### src/rtl/pipe_pkg.sv
// Shared definitions for the 16-bit pipeline: field widths, IF/ID state
// encoding and the immediate sign-extension helper.
package pipe_pkg;

  localparam int OPC_W   = 4;
  localparam int RADDR_W = 4;
  localparam int IMM_W   = 4;

  typedef enum logic {RUN = 1'b0, FLUSH = 1'b1} state_t;

  // Sign-extend the low imm_w bits of field to 32 bits; the caller truncates
  // to its data width, so data_w == imm_w degenerates to a pass-through.
  function automatic logic [31:0] sign_ext(input logic [31:0] field, input int imm_w);
    logic [31:0] r;
    r = '0;
    for (int i = 0; i < 32; i++)
      r[5'(i)] = (i < imm_w) ? field[5'(i)] : field[5'(imm_w - 1)];
    return r;
  endfunction

endpackage

### src/rtl/imm_sign_ext.sv
// Combinational immediate sign extender, shared by the ID and EX stages.
module imm_sign_ext #(
  parameter int IMM_W  = 4,
  parameter int DATA_W = 16
) (
  input  logic [IMM_W-1:0]  field,
  output logic [DATA_W-1:0] value
);
  import pipe_pkg::*;

  assign value = DATA_W'(sign_ext(32'(field), IMM_W));

endmodule

### src/rtl/if_id_pipe_reg.sv
// IF/ID pipeline register with stall hold and multi-cycle flush bubbles.
// Optional statistics counters are compiled in with IFID_STATS_EN.
module if_id_pipe_reg #(
  parameter int INSTR_W   = 16,
  parameter int PC_W      = 6,
  parameter int OPC_W     = 4,
  parameter int RADDR_W   = 4,
  parameter int IMM_W     = 4,
  parameter int DATA_W    = 16,
  parameter int FLUSH_CYC = 1
) (
  input  logic               clk,
  input  logic               rst,
  input  logic [INSTR_W-1:0] in_instr,
  input  logic [PC_W-1:0]    in_pc,
  input  logic               in_valid,
  input  logic               in_stall,
  input  logic               in_flush,
  output logic               out_valid,
  output logic [PC_W-1:0]    out_pc,
  output logic [OPC_W-1:0]   out_opcode,
  output logic [RADDR_W-1:0] out_op1_addr,
  output logic [RADDR_W-1:0] out_op2_addr,
  output logic [DATA_W-1:0]  out_imm_se,
  output logic               out_bubble,
`ifdef IFID_STATS_EN
  output logic [15:0]        out_bubble_cnt,
  output logic [15:0]        out_stall_cnt,
`endif
  output logic               out_busy
);
  import pipe_pkg::*;

  localparam int CNT_W = (FLUSH_CYC > 1) ? $clog2(FLUSH_CYC) : 1;

  state_t             state, state_d;
  logic [CNT_W-1:0]   cnt, cnt_d;
  logic               valid_d, bubble_d, busy_d;
  logic [PC_W-1:0]    pc_d;
  logic [OPC_W-1:0]   opc_d;
  logic [RADDR_W-1:0] op1_d, op2_d;
  logic [DATA_W-1:0]  imm_d, imm_in;
  logic               clear, capture;

  imm_sign_ext #(.IMM_W(IMM_W), .DATA_W(DATA_W)) u_sext (
    .field (in_instr[IMM_W-1:0]),
    .value (imm_in)
  );

  // Next state, flush counter and next output values (default: hold).
  always_comb begin
    state_d  = state;
    cnt_d    = cnt;
    clear    = 1'b0;
    capture  = 1'b0;
    valid_d  = out_valid;
    pc_d     = out_pc;
    opc_d    = out_opcode;
    op1_d    = out_op1_addr;
    op2_d    = out_op2_addr;
    imm_d    = out_imm_se;
    bubble_d = out_bubble;
    case (state)
      RUN: begin
        if (in_flush) begin
          clear = 1'b1;
          if (FLUSH_CYC > 1) begin
            state_d = FLUSH;
            cnt_d   = CNT_W'(FLUSH_CYC - 1);
          end
        end else if (!in_stall) begin
          capture = 1'b1;
        end
      end
      FLUSH: begin
        if (in_flush) begin
          clear = 1'b1;
          cnt_d = CNT_W'(FLUSH_CYC - 1);
        end else if (cnt == '0) begin
          state_d = RUN;
          capture = 1'b1;
        end else begin
          clear = 1'b1;
          cnt_d = cnt - 1'b1;
        end
      end
      default: state_d = RUN;
    endcase
    if (clear) begin
      valid_d  = 1'b0;
      pc_d     = '0;
      opc_d    = '0;
      op1_d    = '0;
      op2_d    = '0;
      imm_d    = '0;
      bubble_d = 1'b1;
    end
    if (capture) begin
      valid_d  = in_valid;
      bubble_d = 1'b0;
      pc_d     = in_valid ? in_pc : '0;
      opc_d    = in_valid ? in_instr[INSTR_W-1 -: OPC_W] : '0;
      op1_d    = in_valid ? in_instr[INSTR_W-OPC_W-1 -: RADDR_W] : '0;
      op2_d    = in_valid ? in_instr[INSTR_W-OPC_W-RADDR_W-1 -: RADDR_W] : '0;
      imm_d    = in_valid ? imm_in : '0;
    end
    // Busy only while the following edge is guaranteed not to capture; the
    // last bubble edge (counter at 0) already accepts the IF instruction next.
    busy_d = (state_d == FLUSH) && (cnt_d != '0);
  end

  // State, counter and registered outputs.
  always_ff @(posedge clk) begin
    if (rst) begin
      state        <= RUN;
      cnt          <= '0;
      out_valid    <= 1'b0;
      out_pc       <= '0;
      out_opcode   <= '0;
      out_op1_addr <= '0;
      out_op2_addr <= '0;
      out_imm_se   <= '0;
      out_bubble   <= 1'b0;
      out_busy     <= 1'b0;
    end else begin
      state        <= state_d;
      cnt          <= cnt_d;
      out_valid    <= valid_d;
      out_pc       <= pc_d;
      out_opcode   <= opc_d;
      out_op1_addr <= op1_d;
      out_op2_addr <= op2_d;
      out_imm_se   <= imm_d;
      out_bubble   <= bubble_d;
      out_busy     <= busy_d;
    end
  end

`ifdef IFID_STATS_EN
  // Saturating counts of bubble edges and honoured stall edges.
  always_ff @(posedge clk) begin
    if (rst) begin
      out_bubble_cnt <= '0;
      out_stall_cnt  <= '0;
    end else begin
      if (bubble_d && out_bubble_cnt != 16'hFFFF)
        out_bubble_cnt <= out_bubble_cnt + 16'd1;
      if (state == RUN && in_stall && !in_flush && out_stall_cnt != 16'hFFFF)
        out_stall_cnt <= out_stall_cnt + 16'd1;
    end
  end
`endif

endmodule
### config.mk
export PLATFORM = sky130hd
export DESIGN_NAME = if_id_pipe_reg
export DESIGN_NICKNAME = d
export VERILOG_FILES = /design/src/rtl/pipe_pkg.sv /design/src/rtl/imm_sign_ext.sv /design/src/rtl/if_id_pipe_reg.sv
export SDC_FILE = /design/constraint.sdc
export NUM_CORES = 1
export LEC_CHECK = 0
export ABC_AREA = 1
export CAP_MARGIN = 5
export CORE_UTILIZATION = 36
export CTS_CLUSTER_DIAMETER = 40
export DETAILED_ROUTE_END_ITERATION = 10
export MAX_ROUTING_LAYER = met4
export PLACE_DENSITY = 0.77
export SYNTH_ARGS = -nofsm -noshare
export SYNTH_HDL_FRONTEND = slang
export SYNTH_SLANG_ARGS = --single-unit
### constraint.sdc
create_clock -name clk -period 1.01 [get_ports clk]
set_input_delay 0.101 -clock clk [delete_from_list [all_inputs] [get_ports clk]]
set_output_delay 0.101 -clock clk [all_outputs]
set_load 0.01 [all_outputs]
==> run metrics <==
status finished, violations left; failing checks setup timing; Antenna Diode Count 0; core footprint 0.003468 sq mm; Max-Cap Viols 0; HPWL Detailed 2104 um; Tmin final between 1 and 1.5 ns; Syn. warnings 0; hold_buf cts 0; die width roughly 63 um; die boundary height between 60 and 70 um; PD cells roughly 1000 mW/mm^2; Final Max Tran Viols 0; syn nets approximately 200; drt wl/cell 10.40 um; routed length on met3 92 um; LEAKAGE 0.9480 nW; post-route ant nets 0; FP Rows 21; Mapped Cells around 170; Area Overhead vs Synth 47.97%; Initial Util 39.11%; NumNets Final ~260; Area contributors post-synth dfxtp_1 40%, nand2_1 10%, nand3_1 8.9%; Pre-Repair DR Iteration Count 4; total global routing overflow 0; Clock transition at path regs around 0.09 ns; crit path cell chain inv_2 > nand2_4 > nor2_8 > buf_12 > nand2_1 > a21oi_2; CTS Buf Count 3; top layer in use met4; post-CTS setup buffer count 0; crit share post-route 103.3%; Mapped Area between 0.001 and 0.0015 sq mm; Seq/Total Area, Yosys roughly two fifths; vias per inst between 4 and 5; GPL Wtd Cong 0.7335; Post-Syn Area per Cell 7.795 sq um; Remaining DRCs 0; Setup crit end kind flop; register bit count reported by yosys 27; Slowest cell on crit path dfxtp_2; count of cell types in the netlist 20; Total Routing Usage GR about 15%; Fmax achieved around 0.96 GHz; vias in the first global route between 1,000 and 1,500; Top Ports 64; largest net degree at the start of global routing 27; first-pass GRT wire length 4926 um; # setup viols final 2; Final Power about 0.0021 W; worst-path maximum fanout 14; clock tree buffer depth 2; Synth area leader dfxtp_1; worst hold-check path type in -> reg; share of post-route cells with drive strength above 1 between 20% and 30%; Synth top area share between 30% and 40%; routed vias roughly 1,200; startpoint types flop; worst setup path category reg -> reg; Met2 Routed Length 1516 um; VDD IR max between 0.5 and 0.6 mV; RSZ-0062 raised after global routing yes; initial drt markers 70; routed wire length 2912 um; IO buf count 63; Clk Latency, worst-skew pair ~0.27 ns; die area approximately 0.004 sq mm; setup_tns -0.03847 ns; critical path data required time approximately 1.2 ns; initial antenna violation count 0; WL met1 1270 um; Arr. time, crit path ~1.3 ns; Final Hold Viols 0; H-tree depth 1; Clock Sinks 27; CTS tree built; clock root cell clkbuf_8; largest stage delay on the critical path ~0.35 ns; Worst Skew about 0.0069 ns; Worst Setup Slack, final -0.03302 ns
## path summary, 6_finish.rpt
check / startpoint / end / slack (ns) / depth (start not counted)
hold reg to reg: out_op1_addr[2] / out_op1_addr[2] / 0.47 / 2
hold / removal: in_instr[1] / out_imm_se[1] / 0.46 / 5
setup reg to reg: state / out_op1_addr[1] / -0.03 / 6
setup / recovery: state / out_op1_addr[1] / -0.03 / 6
## placed cells by master, fill, tap and decap left out, types with 3 or more instances in the layout
| master | n |
|---|---|
| buf_12 | 4 |
| clkbuf_2 | 3 |
| nand2_1 | 36 |
| inv_1 | 22 |
| dfxtp_2 | 4 |
| nand2_2 | 10 |
| clkbuf_8 | 3 |
| nand3_1 | 24 |
| dfxtp_1 | 23 |
| a21oi_2 | 12 |
| a21oi_1 | 12 |
| clkdlybuf4s50_1 | 26 |
| buf_4 | 10 |
| clkdlybuf4s15_1 | 18 |
| buf_2 | 13 |
| dlygate4sd2_1 | 3 |
## where the power goes
part	switching, W	internal, W	leakage (nW)
registers	0.0000122	0.00109	0.221
clock network	0.000329	0.000276	0.0255
logic	0.000177	0.000213	0.701
total	0.000518	0.00158	0.948
## flip-flops by register name, indices dropped and copies added, names as in the netlist
register and count:
out_op2_addr 4, cnt 1, out_imm_se 4, out_opcode 4
out_busy 1, out_op1_addr 4, out_bubble 1, state 1
out_pc 6, out_valid 1
## critical path, delay by kind of cell, from the launching register on
family | cells | cell delay [ns]
buffers and inverters | 2 | 0.22
AO/OA/AOI/OAI | 1 | 0.14
flip-flops | 1 | 0.35
AND/OR/NAND/NOR | 3 | 0.27
## final cells by class
cell class,count,area [sq um]
Tap cell,46,57.56
Clock buffer,3,41.29
Sequential cell,27,545.5
Clock inverter,1,5.005
Multi-Input combinational cell,101,546.8
Fill cell,358,1461
Timing Repair Buffer,79,724.4
Inverter,23,86.33
## timing repair
action,in CTS,in global routing
pin swaps,3,0
resized for setup,80,28
setup endpoints to repair,60,44
## synth_stat cells
| cell type | instances |
|---|---|
| nand2_1 | 36 |
| dfxtp_1 | 27 |
| nand3_1 | 24 |
| inv_1 | 22 |
| a21oi_1 | 14 |
| buf_4 | 13 |
| a21oi_2 | 10 |
| nand2_2 | 10 |
| buf_2 | 4 |
| buf_6 | 3 |
| nor2_1 | 2 |
| a21oi_4 | 1 |
| buf_12 | 1 |
| buf_8 | 1 |
| clkbuf_1 | 1 |
| conb_1 | 1 |
| inv_2 | 1 |
| nand2_4 | 1 |
| nor2_8 | 1 |
| nor3_1 | 1 |
## metrics by stage
stage               std cells  hold slack, ns  cell area [sq um]  setup slack (ns)  utilization (%)
floorplan                 174          0.2658               1356          0.004201                -
detailed placement        276          0.4578               2024           -0.2719            58.37
CTS                       280          0.4676               1986          -0.01132            57.25
global route              280          0.4814               2007           -0.1082            57.86
global placement          276          0.4498               2024           -0.2450            58.37
finish                    280          0.4645               2007          -0.03302            57.86
## layer usage
metal	vias to the layer above	track usage, %
li1	646	-
met1	546	19.35
met2	33	26.60
met3	4	1.087
met4	0	4.261
met5	-	-
## kinds of logic after synthesis
group           after synthesis  synth area share [%]
simple gates                 75                 26.66
flops                        27                 39.85
buf+inv                      46                 20.39
other cells                   1                0.2765
compound gates               25                 12.82
Note: power is estimated with default switching activity, not from simulation.
